**src/rtl/lcd_pkg.sv**
```systemverilog
// Shared definitions for the HD44780-style LCD bus writer: state encodings,
// command codes and default timing.
package lcd_pkg;

  typedef enum logic [2:0] {
    ST_IDLE  = 3'd0,
    ST_SETUP = 3'd1,
    ST_PULSE = 3'd2,
    ST_HOLD  = 3'd3,
    ST_WAIT  = 3'd4
  } lcd_state_e;

  localparam int          RS_BIT    = 8;
  localparam logic [7:0]  CMD_CLEAR = 8'h01;
  localparam logic [7:0]  CMD_HOME  = 8'h02;
  localparam logic [7:0]  HOME_MASK = 8'hFE;

  localparam int DEF_SETUP_CYC     = 4;
  localparam int DEF_PULSE_CYC     = 25;
  localparam int DEF_HOLD_CYC      = 2;
  localparam int DEF_EXEC_CYC      = 4000;
  localparam int DEF_LONG_EXEC_CYC = 164000;
  localparam int DEF_CNT_W         = 18;

  // Clear and Return Home (0x02/0x03, bit 0 is don't-care) need the long wait.
  function automatic logic is_long_cmd(input logic [8:0] w);
    return !w[RS_BIT] && ((w[7:0] == CMD_CLEAR) || ((w[7:0] & HOME_MASK) == CMD_HOME));
  endfunction

endpackage

```
**src/rtl/lcd_delay_counter.sv**
```systemverilog
// Up-counter shared by all timed states: cleared on every state change,
// done when the count reaches the terminal value (N-1).
module lcd_delay_counter
  import lcd_pkg::*;
#(
  parameter int CNT_W = DEF_CNT_W
) (
  input  logic             clk_i,
  input  logic             rst_i,
  input  logic             clr_i,
  input  logic [CNT_W-1:0] term_i,
  output logic             done_o
);

  logic [CNT_W-1:0] cnt_q;

  always_ff @(posedge clk_i) begin
    if (rst_i || clr_i) begin
      cnt_q <= '0;
    end else begin
      cnt_q <= cnt_q + 1'b1;
    end
  end

  assign done_o = (cnt_q == term_i);

endmodule

```
**src/rtl/lcd_bus_writer.sv**
```systemverilog
// Accepts 9-bit LCD words over valid/ready and drives the 8-bit parallel bus
// with setup / enable-pulse / hold / execution-wait timing.
module lcd_bus_writer
  import lcd_pkg::*;
#(
  parameter int SETUP_CYC     = DEF_SETUP_CYC,
  parameter int PULSE_CYC     = DEF_PULSE_CYC,
  parameter int HOLD_CYC      = DEF_HOLD_CYC,
  parameter int EXEC_CYC      = DEF_EXEC_CYC,
  parameter int LONG_EXEC_CYC = DEF_LONG_EXEC_CYC,
  parameter int CNT_W         = DEF_CNT_W
) (
  input  logic       clk_i,
  input  logic       rst_i,
  input  logic [8:0] data_i,
  input  logic       data_valid_i,
  output logic       ready_o,
  output logic       busy_o,
  output logic       lcd_rs_o,
  output logic       lcd_rw_o,
  output logic       lcd_e_o,
  output logic [7:0] lcd_db_o
);

  localparam logic [CNT_W-1:0] SETUP_TERM = CNT_W'(SETUP_CYC - 1);
  localparam logic [CNT_W-1:0] PULSE_TERM = CNT_W'(PULSE_CYC - 1);
  localparam logic [CNT_W-1:0] HOLD_TERM  = CNT_W'(HOLD_CYC - 1);
  localparam logic [CNT_W-1:0] EXEC_TERM  = CNT_W'(EXEC_CYC - 1);
  localparam logic [CNT_W-1:0] LONG_TERM  = CNT_W'(LONG_EXEC_CYC - 1);

  lcd_state_e       state_q;
  logic             rs_q;
  logic [7:0]       db_q;
  logic             e_q;
  logic [CNT_W-1:0] term;
  logic             cnt_done;
  logic             cnt_clr;

  // The captured word stays on rs/db until the next transfer, so the wait
  // length can be decoded from it throughout WAIT.
  always_comb begin
    term = '0;
    case (state_q)
      ST_SETUP: term = SETUP_TERM;
      ST_PULSE: term = PULSE_TERM;
      ST_HOLD:  term = HOLD_TERM;
      ST_WAIT:  term = is_long_cmd({rs_q, db_q}) ? LONG_TERM : EXEC_TERM;
      default:  term = '0;
    endcase
  end

  // Held at zero in IDLE; every terminal count is also a state change.
  assign cnt_clr = (state_q == ST_IDLE) || cnt_done;

  lcd_delay_counter #(
    .CNT_W(CNT_W)
  ) u_delay (
    .clk_i (clk_i),
    .rst_i (rst_i),
    .clr_i (cnt_clr),
    .term_i(term),
    .done_o(cnt_done)
  );

  always_ff @(posedge clk_i) begin
    if (rst_i) begin
      state_q <= ST_IDLE;
      rs_q    <= 1'b0;
      db_q    <= 8'h00;
      e_q     <= 1'b0;
    end else begin
      case (state_q)
        ST_IDLE: begin
          e_q <= 1'b0;
          if (data_valid_i) begin
            rs_q    <= data_i[RS_BIT];
            db_q    <= data_i[7:0];
            state_q <= ST_SETUP;
          end
        end
        ST_SETUP: begin
          if (cnt_done) begin
            e_q     <= 1'b1;
            state_q <= ST_PULSE;
          end
        end
        ST_PULSE: begin
          if (cnt_done) begin
            e_q     <= 1'b0;
            state_q <= ST_HOLD;
          end
        end
        ST_HOLD: begin
          if (cnt_done) begin
            state_q <= ST_WAIT;
          end
        end
        ST_WAIT: begin
          if (cnt_done) begin
            state_q <= ST_IDLE;
          end
        end
        default: begin
          e_q     <= 1'b0;
          state_q <= ST_IDLE;
        end
      endcase
    end
  end

  assign ready_o  = (state_q == ST_IDLE) && !rst_i;
  assign busy_o   = (state_q != ST_IDLE) && !rst_i;
  assign lcd_rs_o = rs_q;
  assign lcd_db_o = db_q;
  assign lcd_e_o  = e_q;
  assign lcd_rw_o = 1'b0;

endmodule

```
**config.mk**
```make
export PLATFORM = sky130hd
export DESIGN_NAME = lcd_bus_writer
export DESIGN_NICKNAME = d
export VERILOG_FILES = /design/src/rtl/lcd_pkg.sv /design/src/rtl/lcd_delay_counter.sv /design/src/rtl/lcd_bus_writer.sv
export SDC_FILE = /design/constraint.sdc
export NUM_CORES = 1
export LEC_CHECK = 0
export ABC_AREA = 1
export CORE_MARGIN = 1.5
export CORE_UTILIZATION = 30
export CTS_CLUSTER_DIAMETER = 120
export DETAILED_ROUTE_END_ITERATION = 6
export PLACE_DENSITY_LB_ADDON = 0.12
export SYNTH_ARGS = -nofsm -noshare
export SYNTH_HDL_FRONTEND = slang
export SYNTH_SLANG_ARGS = --single-unit
```
**constraint.sdc**
```tcl
create_clock -name clk_i -period 3.15 [get_ports clk_i]
set_input_delay 0.63 -clock clk_i [delete_from_list [all_inputs] [get_ports clk_i]]
set_output_delay 0.63 -clock clk_i [all_outputs]
set_load 0.02 [all_outputs]
```
**Word-level counts from Yosys, hierarchy flattened**

Cells that the tools add are included.

- Register bits: 31
- Bits of input ports: 12
- Output and inout port bits: 13
- Word-level logic and storage cells: 44

- Add/sub/neg operators: 1
- Eq/ne operators: 12
- Muxes and demuxes: 11
- Bitwise logic cells: 1
- Reduce and logical (&&, ||, !) cells: 14

Operators by type and width:

| kind | number |
|---|---|
| 18-bit one-hot mux with 4 select lines | 1 |
| 18-bit by 1-bit adder with 18-bit output (second input constant) | 1 |
| 18-bit == test | 1 |
| 18-bit 2-to-1 mux | 1 |
| 3-bit 2-to-1 mux | 5 |
| 3-bit one-hot mux with 5 select lines | 1 |
| 2-bit inequality test (second input constant) | 5 |
| 8-bit by 1-bit == test with 1-bit output (second input constant) | 1 |
| 7-bit by 1-bit == test with 1-bit output (second input constant) | 1 |
| 3-bit by 2-bit == test with 1-bit output (second input constant) | 2 |
| 5-bit AND reduction | 1 |
| 3-bit by 1-bit == test with 1-bit output (second input constant) | 1 |
| 3-bit == test (second input constant) | 1 |
| 1-bit logical AND | 3 |
| 3-bit logical NOT | 1 |
| 1-bit logical OR | 3 |
| 1-bit one-hot mux with 3 select lines | 1 |
| 3-bit AND reduction | 1 |
| 3-bit nonzero test | 1 |
| 1-bit logical NOT | 2 |
| 1-bit 2-to-1 mux | 2 |
| 2-bit AND reduction | 1 |
| 2-bit OR reduction | 1 |
| 1-bit NOT | 1 |

**Longest topological paths before layout**

- Word-level depth: 8
- Mapped depth: 13
- Gate-level depth less buffers: 13

**Modules after synthesis**

Synthesis repeated with hierarchy kept, for this count alone.

- Cells, all modules: 278
- Area, all modules: 1813.0 µm²

Modules (own cells, without submodules):

| module | instances | cells each | area an instance (µm²) | seq. area each (µm²) |
|---|---|---|---|---|
| lcd_delay_counter | 1 | 185 | 1132.3 | 360.3 |
| lcd_bus_writer | 1 | 93 | 680.7 | 260.2 |

**Least setup slack after synthesis**

Ideal clock, no wire load.

- Path kind: input to output
- From: in rst_i
- To: out ready_o
- Arrival time: 1120 ps
- Required time: 2520 ps
- Setup slack: 1400 ps
- Cell stages on the path: 2
- Buffers on the path: 1
- Cell sequence: clkbuf_1 -> nor2_1

- Word-level cells in the longest chain between the ends: 2

RTL lines:

| element | RTL line | text |
|---|---|---|
| from (decl) | lcd_bus_writer.sv:14 | `input logic rst_i,` |
| 1-bit logical NOT | lcd_bus_writer.sv:111 | `assign ready_o = (state_q == ST_IDLE) && !rst_i;` |
| 1-bit logical AND | lcd_bus_writer.sv:111 |  |
| to (decl) | lcd_bus_writer.sv:17 | `output logic ready_o,` |

Every way passes these cells.

**Worst setup path after layout**

- From: reg state_q[2]
- To: out busy_o

- Word-level cells in the longest chain between the ends: 2

RTL lines:

| element | RTL line | text |
|---|---|---|
| from (decl) | lcd_bus_writer.sv:31 | `lcd_state_e state_q;` |
| from (signal assigned) | lcd_bus_writer.sv:67 | `state_q <= ST_IDLE;` |
| from (signal assigned) | lcd_bus_writer.sv:78 | `state_q <= ST_SETUP;` |
| from (signal assigned) | lcd_bus_writer.sv:84 | `state_q <= ST_PULSE;` |
| 3-bit nonzero test | lcd_bus_writer.sv:112 | `assign busy_o = (state_q != ST_IDLE) && !rst_i;` |
| 1-bit logical AND | lcd_bus_writer.sv:112 |  |
| to (decl) | lcd_bus_writer.sv:18 | `output logic busy_o,` |

Every way passes these cells.

==> results.toml <==
[status]
outcome = "finished clean"

[worst_setup_path]
path_cells = "nor2_1, inv_1, nor2_1, buf_4, nor2_1, clkdlybuf4s50_1"
worst_ep_required_time_ps = 2520
r2r_start = "u_delay.cnt_q[0]"
crit_path_end = "busy_o"
critPathSlowestCell = "clkdlybuf4s50_1"
startpoint = "state_q[2]"
end_kind = "primary output"
r2r_cells = 10
start_kind = "flip-flop"
path_class = "reg2out"
max_stage_delay_ps = 650
r2r_slack_ps = 1280
crit_arrival_ps = 2000
cp_common_cell = "nor2_1"
crit_fanout = 12
reg2reg_to = "u_delay.cnt_q[16]"

[clock_tree]
clk_latency_ps = 280
cts_buffer_depth = 2
cts_sinks = 31
cts-buffers-inserted = 5
ctsHoldBuffers = 0
cts_root_buffer = "clkbuf_8"
cts_tree = "done"
cts.clk_slew.worst_paths_ps = 70
ctsResizeCount = 0
postCtsSetupBuffers = 0
htreeDepth = 2

[global_routing]
track_usage = 0.131
grt_pass1_vias = 1431
grt_pass1_wl_um = 6240
antenna_found_initial = 0
grt_max_degree = 19
overflow = 0

[yosys]
syn-mean-instance-area_um2 = 7.06
synth-simple-area-share = 0.422
synth_cells = 236
netlist_area_um2 = 1670
synth_compound_area_frac = 0.0676
synthXorXnorAreaFrac = 0.0526
yosys_warnings = 0
ys_types = 28
synthMuxAreaShare = 0
ys_seq_area_frac = 0.372
synth_top_family_by_area = "simple AND/OR/NAND/NOR gates"
synthAdderAreaFrac = 0.00751
syn_nets = 249
synth-seq-cells = 31

[pwr]
vdd_ir_drop_max_uv = 244
p_leak_uw = 0.000799
power.total_uw = 1500
powerDensity_nw_per_um2 = 724

[final_layout]
mostFrequentLayoutCell = "nand2_1"
diodes = 0
drive_above_1_share = 0.156
fin_nets = 275
seqCellArea_um2 = 621
multi_input_area_um2 = 920
fillCellCount = 548
mostFrequentLayoutCells = "53 x nand2_1, 31 x dfxtp_1, 25 x nand3_1, 23 x clkdlybuf4s50_1, 22 x nor2_1"
area.growth.synth_to_final_pct = 24.4

[die]
io_pins = 25
start_util = 0.318
fp.dieArea_um2 = 6010
fp.dieW_um = 77.5
core-area_um2 = 5240
num_rows = 26
die_h_um = 77.5

[sta]
max_freq_ghz = 0.380
holdWs_ps = 480
setup_viol = 0
fin_skew_ps = 5.02
grt_setup_unrepaired = "false"
final_hold_viol_count = 0
setup_tns_ps = 0
fin_crit_ps = 2630
slew_violations = 0
fin_crit_sh = 0.835

[drt]
initialDrtViolationCount = 31
drt_wl_total_um = 3600
avgRoutedWirePerCell_um = 10.8
vias = 1481
drt_first_pass_iters = 4
ant_nets = 0
drc = 0
viasPerCell = 4.45

[min_path]
hp-class = "reg2reg"

[placement]
hpwl_um = 2680
io_buffers = 23
place_congestion = 0.780

[flow_run]
cap_violations = 0
[metal layers]
layer,part of all wire,vias to the layer above,global-route usage
li1,-,799,-
met1,0.51,651,0.164
met2,0.43,29,0.206
met3,0.052,2,0.0400
met4,0.0064,0,0.0545
met5,0,-,0
[report_power, final]
part           switching [uW]  internal (uW)
clock network             155            256
registers                48.1            435
logic                     382            224
total                     585            916
[metrics by stage]
stage               cells   util  instance area [um2]  setup WS (ps)
floorplan             236      -                 1670           1400
global placement      325  0.373                 1960            579
detailed placement    325  0.373                 1960            578
CTS                   333  0.396                 2070            500
global route          333  0.396                 2070            402
finish                333  0.396                 2070            521
[cells by family after synthesis]
family	Yosys count
simple gates	143
flops	31
buf+inv	28
compound gates	22
xor+xnor	10
fa+ha+maj	1
other cells	1
[layout make-up]
class,instances,share of cell area
Multi-Input combinational cell,177,0.444
Sequential cell,31,0.299
Timing Repair Buffer,25,0.118
Tap cell,70,0.0422
Clock buffer,6,0.0398
Inverter,22,0.0398
Clock inverter,2,0.0169
[cells in the mapped netlist]
cell type	count	area (um2)
a21oi_1	18	90.1
buf_12	1	20.0
buf_2	1	5.00
buf_4	1	7.51
clkbuf_1	3	11.3
conb_1	1	3.75
dfxtp_1	31	621
ha_1	1	12.5
inv_1	21	78.8
inv_2	1	3.75
nand2_1	53	199
nand2_4	4	45.0
nand3_1	25	125
nand3_2	2	20.0
nand4_1	2	12.5
nor2_1	22	82.6
nor2_2	18	113
nor3_1	6	30.0
nor3_2	1	10.0
nor3b_1	3	22.5
o21ai_0	2	10.0
o21ai_1	1	5.00
o21bai_1	1	7.51
or2_0	1	6.26
or2_1	1	6.26
or2_2	5	31.3
xnor2_1	1	8.76
xor2_1	9	78.8
[registers in the layout (all words and copies together), names as in the netlist]
name and cells:
state_q 3, lcd_db_o 8, u_delay.cnt_q 18, lcd_e_o 1, lcd_rs_o 1
[worst max-delay path, delay by kind of cell (launching register included)]
kind | cells | cell delay [ps]
buffers and inverters | 3 | 910
and+or+nand+nor | 3 | 360
DFF | 1 | 460
[worst min path at each step]
stage               slack [ps]               end        startpoint  cells after the start
floorplan                  450  u_delay.cnt_q[0]  u_delay.cnt_q[0]                      1
global placement           470       lcd_db_o[2]       lcd_db_o[2]                      2
detailed placement         470       lcd_db_o[3]       lcd_db_o[3]                      2
CTS                        490       lcd_db_o[3]       lcd_db_o[3]                      2
global route               510       lcd_db_o[1]       lcd_db_o[1]                      2
finish                     480       lcd_db_o[1]       lcd_db_o[1]                      2
No activity file was read; power rests on OpenSTA's default activity.
==> edit 1 (config.mk and constraints unchanged) <==
The package constant `DEF_CNT_W` goes from 18 to 36.
--- a/src/rtl/lcd_pkg.sv
+++ b/src/rtl/lcd_pkg.sv
@@ -21,5 +21,5 @@
   localparam int DEF_EXEC_CYC      = 4000;
   localparam int DEF_LONG_EXEC_CYC = 164000;
-  localparam int DEF_CNT_W         = 18;
+  localparam int DEF_CNT_W         = 36;
 
   // Clear and Return Home (0x02/0x03, bit 0 is don't-care) need the long wait.
Check against the original RTL: no difference found for any inputs over 10 cycles, from zero or initial values and one cycle with rst_i high; that may be too few to reach the edited logic, so the function may still have changed.
==> edit 1 against the unedited design <==
  * Synthesized area rose by 68%
  * Global-route usage grew 0.95 points
  * Design area is 56% higher
  * Hold slack worse by 0.0079 ns
  * Sequential cell count increased by 18
  * Routed wire length is 84% higher
  * Clock skew increased by 0.0067 ns
  * Total power is 23% higher
  * Worst setup slack lost 0.081 ns
  * Critical path type unchanged
  * Highest routed layer unchanged
==> edit 1: results <==
outcome:
  outcome: "completed"
synth:
  synthTopCellsByCount: "nand2_1 (92), nor2_1 (59), dfxtp_1 (49), inv_1 (30), a21oi_1 (26)"
  ys_seq_area_share_pct: 35.0
  yosys-top-cells-area: "dfxtp_1 (35%), nand2_1 (12%), nor2_1 (7.9%), a21oi_1 (4.6%), nand3_1 (4.5%)"
  ys_types: 39
  synth_nets: 408
setup_path:
  critPathMaxStageDelay_ns: 0.65
  cp.arrival_ns: 2.08
  r2r_cells: 11
  rrSetupSlack_ns: 1.12
  r2r-end: "u_delay.cnt_q[30]$_SDFF_PP0_"
grt:
  grt_pass1_wl_microns: 11200
  grtUsageMet2_pct: 21.7
  use_met3_pct: 2.74
  grt_max_degree: 37
  antenna_found_initial: 0
  grt_pass1_vias: 2368
  use_met1_pct: 20.0
  grt_usage_pct: 14.0
cells_and_area:
  largest_register_ffs: 36
  diodes: 0
  num-fill-cells: 1010
  nNetsFinal: 432
  final_layout_size_suffix_gt1_share_pct: 13.8
cts:
  path_clk_slew_ns: 0.09
  cts_buffers: 5
  clock_latency_ns: 0.31
placement:
  dp_hpwl_microns: 5010
  place_ws_ns: 0.553
  place.gp.congestion: 0.797
power_and_ir_drop:
  p_leak_nw: 1.19
  irDropWorstVdd_uv: 288
routing:
  via_per_inst: 4.75
  drt_iter0_drc: 90
  routed_wl_microns: 6630
timing:
  whs_ns: 0.472
  post-route-min-period_ns: 2.71
  skew_ns: 0.0117
hold_path:
  min_from: "lcd_e_o$_SDFFE_PP0P_"
  hold_end: "lcd_e_o$_SDFFE_PP0P_"
edit 1: cell type report:
| class | instances | area (sq um) | share of cell area (%) |
|---|---|---|---|
| clock buffer | 5 | 68.8 | 2.13 |
| inverter | 37 | 139 | 4.31 |
| multi-input combinational | 301 | 1640 | 50.7 |
| timing repair buffer | 25 | 245 | 7.60 |
| tap | 111 | 139 | 4.31 |
| sequential | 49 | 981 | 30.4 |
| clock inverter | 3 | 17.5 | 0.543 |
edit 1: cell families (layout without fill, tap and decap cells):
| logic type | Yosys count | count (layout) | share of synthesized area, % |
|---|---|---|---|
| buf+inv | 45 | 70 | 6.65 |
| simple gates | 254 | 254 | 47.9 |
| fa+ha+maj | 1 | 1 | 0.446 |
| xor+xnor | 12 | 12 | 3.75 |
| flops | 49 | 49 | 35.0 |
| other cells | 1 | 1 | 0.134 |
| compound gates | 33 | 33 | 6.07 |
edit 1: stage by stage:
step                std cells  instance area (sq um)
floorplan                 395                   2800
global placement          523                   3140
detailed placement        523                   3140
CTS                       531                   3230
global route              531                   3230
finish                    531                   3230
edit 1: report_power, final:
group / internal (mW) / switching [mW] / total (mW)
Clock: 0.154 / 0.225 / 0.379
Sequential: 0.666 / 0.0576 / 0.724
Combinational: 0.253 / 0.482 / 0.735
Total: 1.07 / 0.765 / 1.84
edit 1: worst max-delay path, delay by kind of cell (launching register included):
family	cells	cell delay, ns
buf+inv	3	0.93
flops	1	0.50
simple gates	3	0.36
edit 1: metal layers:
metal,wire [microns],up-vias
li1,-,1327
met5,0,-
met3,239,4
met2,2850,40
met1,3490,1149
met4,53,0
==> edit 2 (same settings) <==
Made on the original files. Encoding of `lcd_state_e`: now one-hot (5 bits for 5 states).
--- a/src/rtl/lcd_pkg.sv
+++ b/src/rtl/lcd_pkg.sv
@@ -3,10 +3,10 @@
 package lcd_pkg;
 
-  typedef enum logic [2:0] {
-    ST_IDLE  = 3'd0,
-    ST_SETUP = 3'd1,
-    ST_PULSE = 3'd2,
-    ST_HOLD  = 3'd3,
-    ST_WAIT  = 3'd4
+  typedef enum logic [4:0] {
+    ST_IDLE  = 5'b00001,
+    ST_SETUP = 5'b00010,
+    ST_PULSE = 5'b00100,
+    ST_HOLD  = 5'b01000,
+    ST_WAIT  = 5'b10000
   } lcd_state_e;
 
Check against the original RTL: no difference found for any inputs over 10 cycles, from zero or initial values and one cycle with rst_i high; not proved beyond that.
==> edit 2 against the unedited design <==
  * Routed wire length is 1.5% higher
  * Non-clock buffer count fell by 1
  * Total power is 1.8% lower
  * Design area shrank 0.72%
  * Worst setup slack better by 0.030 ns
  * Sequential cell count is 2 higher
  * Synthesized area increased by 0.68%
  * Die area is 0.65% higher
  * Combinational power up 1%
  * Critical path type unchanged
==> edit 2: results <==
routing:
  post_drt_wl_per_cell_microns: 10.7
  route.met2.wl_microns: 1570
  drt_iter0_drc: 49
  met1_length_microns: 1870
  vias: 1518
  routed-wl-met3_microns: 170
synth:
  syn_inst: 243
  synthTopCellsByCount: "nand2_1 (52), nor2_1 (38), dfxtp_1 (33), nand3_1 (26)"
  yosys-top-cells-area: "dfxtp_1 (39%), nand2_1 (12%), nor2_1 (8.5%), nand3_1 (7.8%), a21oi_1 (6.0%)"
  synth_xor_area_share_pct: 4.18
  synthAdderAreaFrac_pct: 0.746
power_and_ir_drop:
  p_leak_nw: 0.806
placement:
  place_ws_ns: 0.618
  placed_cells: 333
outcome:
  outcome: "completed"
timing:
  skew_ns: 0.00375
  setup_slack_ns: 0.551
setup_path:
  rrSetupSlack_ns: 1.22
  r2r_cells: 11
  cp.arrival_ns: 1.97
cells_and_area:
  layout.cells.non_filler: 340
  final_layout_size_suffix_gt1_share_pct: 9.33
  nNetsFinal: 281
grt:
  grtUsageMet2_pct: 20.0
  use_met3_pct: 3.88
  grt_pass1_wl_microns: 6290
  grt_pass1_vias: 1369
  use_met1_pct: 17.3
-- edit 2: cell count changes in the layout (fill, tap and decap cells not counted), moves of 3 or more --
| cell | unedited run | this run |
|---|---|---|
| nor2_2 | 18 | 4 |
| nor2_1 | 22 | 38 |
| xor2_1 | 9 | 5 |
| nand4_1 | 2 | 8 |
| nand2_4 | 4 | 0 |
| nor3_1 | 6 | 3 |
-- edit 2: power breakdown --
group / internal (mW) / switching, mW / total, mW
logic: 0.232 / 0.381 / 0.613
registers: 0.479 / 0.0622 / 0.542
clock network: 0.173 / 0.146 / 0.319
-- edit 2: layout make-up --
class | instances | area (sq um)
clock buffers | 7 | 86.3
fillers | 595 | 3380
repair buffers | 24 | 238
flip-flops and latches | 33 | 661
multi-input cells | 181 | 897
well taps | 72 | 90.1
inverters | 23 | 86.3
-- edit 2: metrics by stage --
step	utilization, %	power, mW	area, sq um	hold slack [ns]
CTS	37.8	1.50	2060	0.467
finish	37.8	1.47	2060	0.464
detailed placement	36.3	1.17	1970	0.456
global route	37.8	1.59	2060	0.487
floorplan	-	0.993	1680	0.441
global placement	36.3	1.18	1970	0.455
-- edit 2: worst min path at each step --
stage	startpoint	to	cells after the start
2_1_floorplan	u_delay.cnt_q[0]$_SDFF_PP0_	u_delay.cnt_q[0]$_SDFF_PP0_	1
3_3_place_gp	lcd_e_o$_SDFFE_PP0P_	lcd_e_o$_SDFFE_PP0P_	2
3_5_place_dp	lcd_e_o$_SDFFE_PP0P_	lcd_e_o$_SDFFE_PP0P_	2
4_1_cts	lcd_e_o$_SDFFE_PP0P_	lcd_e_o$_SDFFE_PP0P_	2
5_1_grt	lcd_e_o$_SDFFE_PP0P_	lcd_e_o$_SDFFE_PP0P_	2
6_report	lcd_e_o$_SDFFE_PP0P_	lcd_e_o$_SDFFE_PP0P_	2
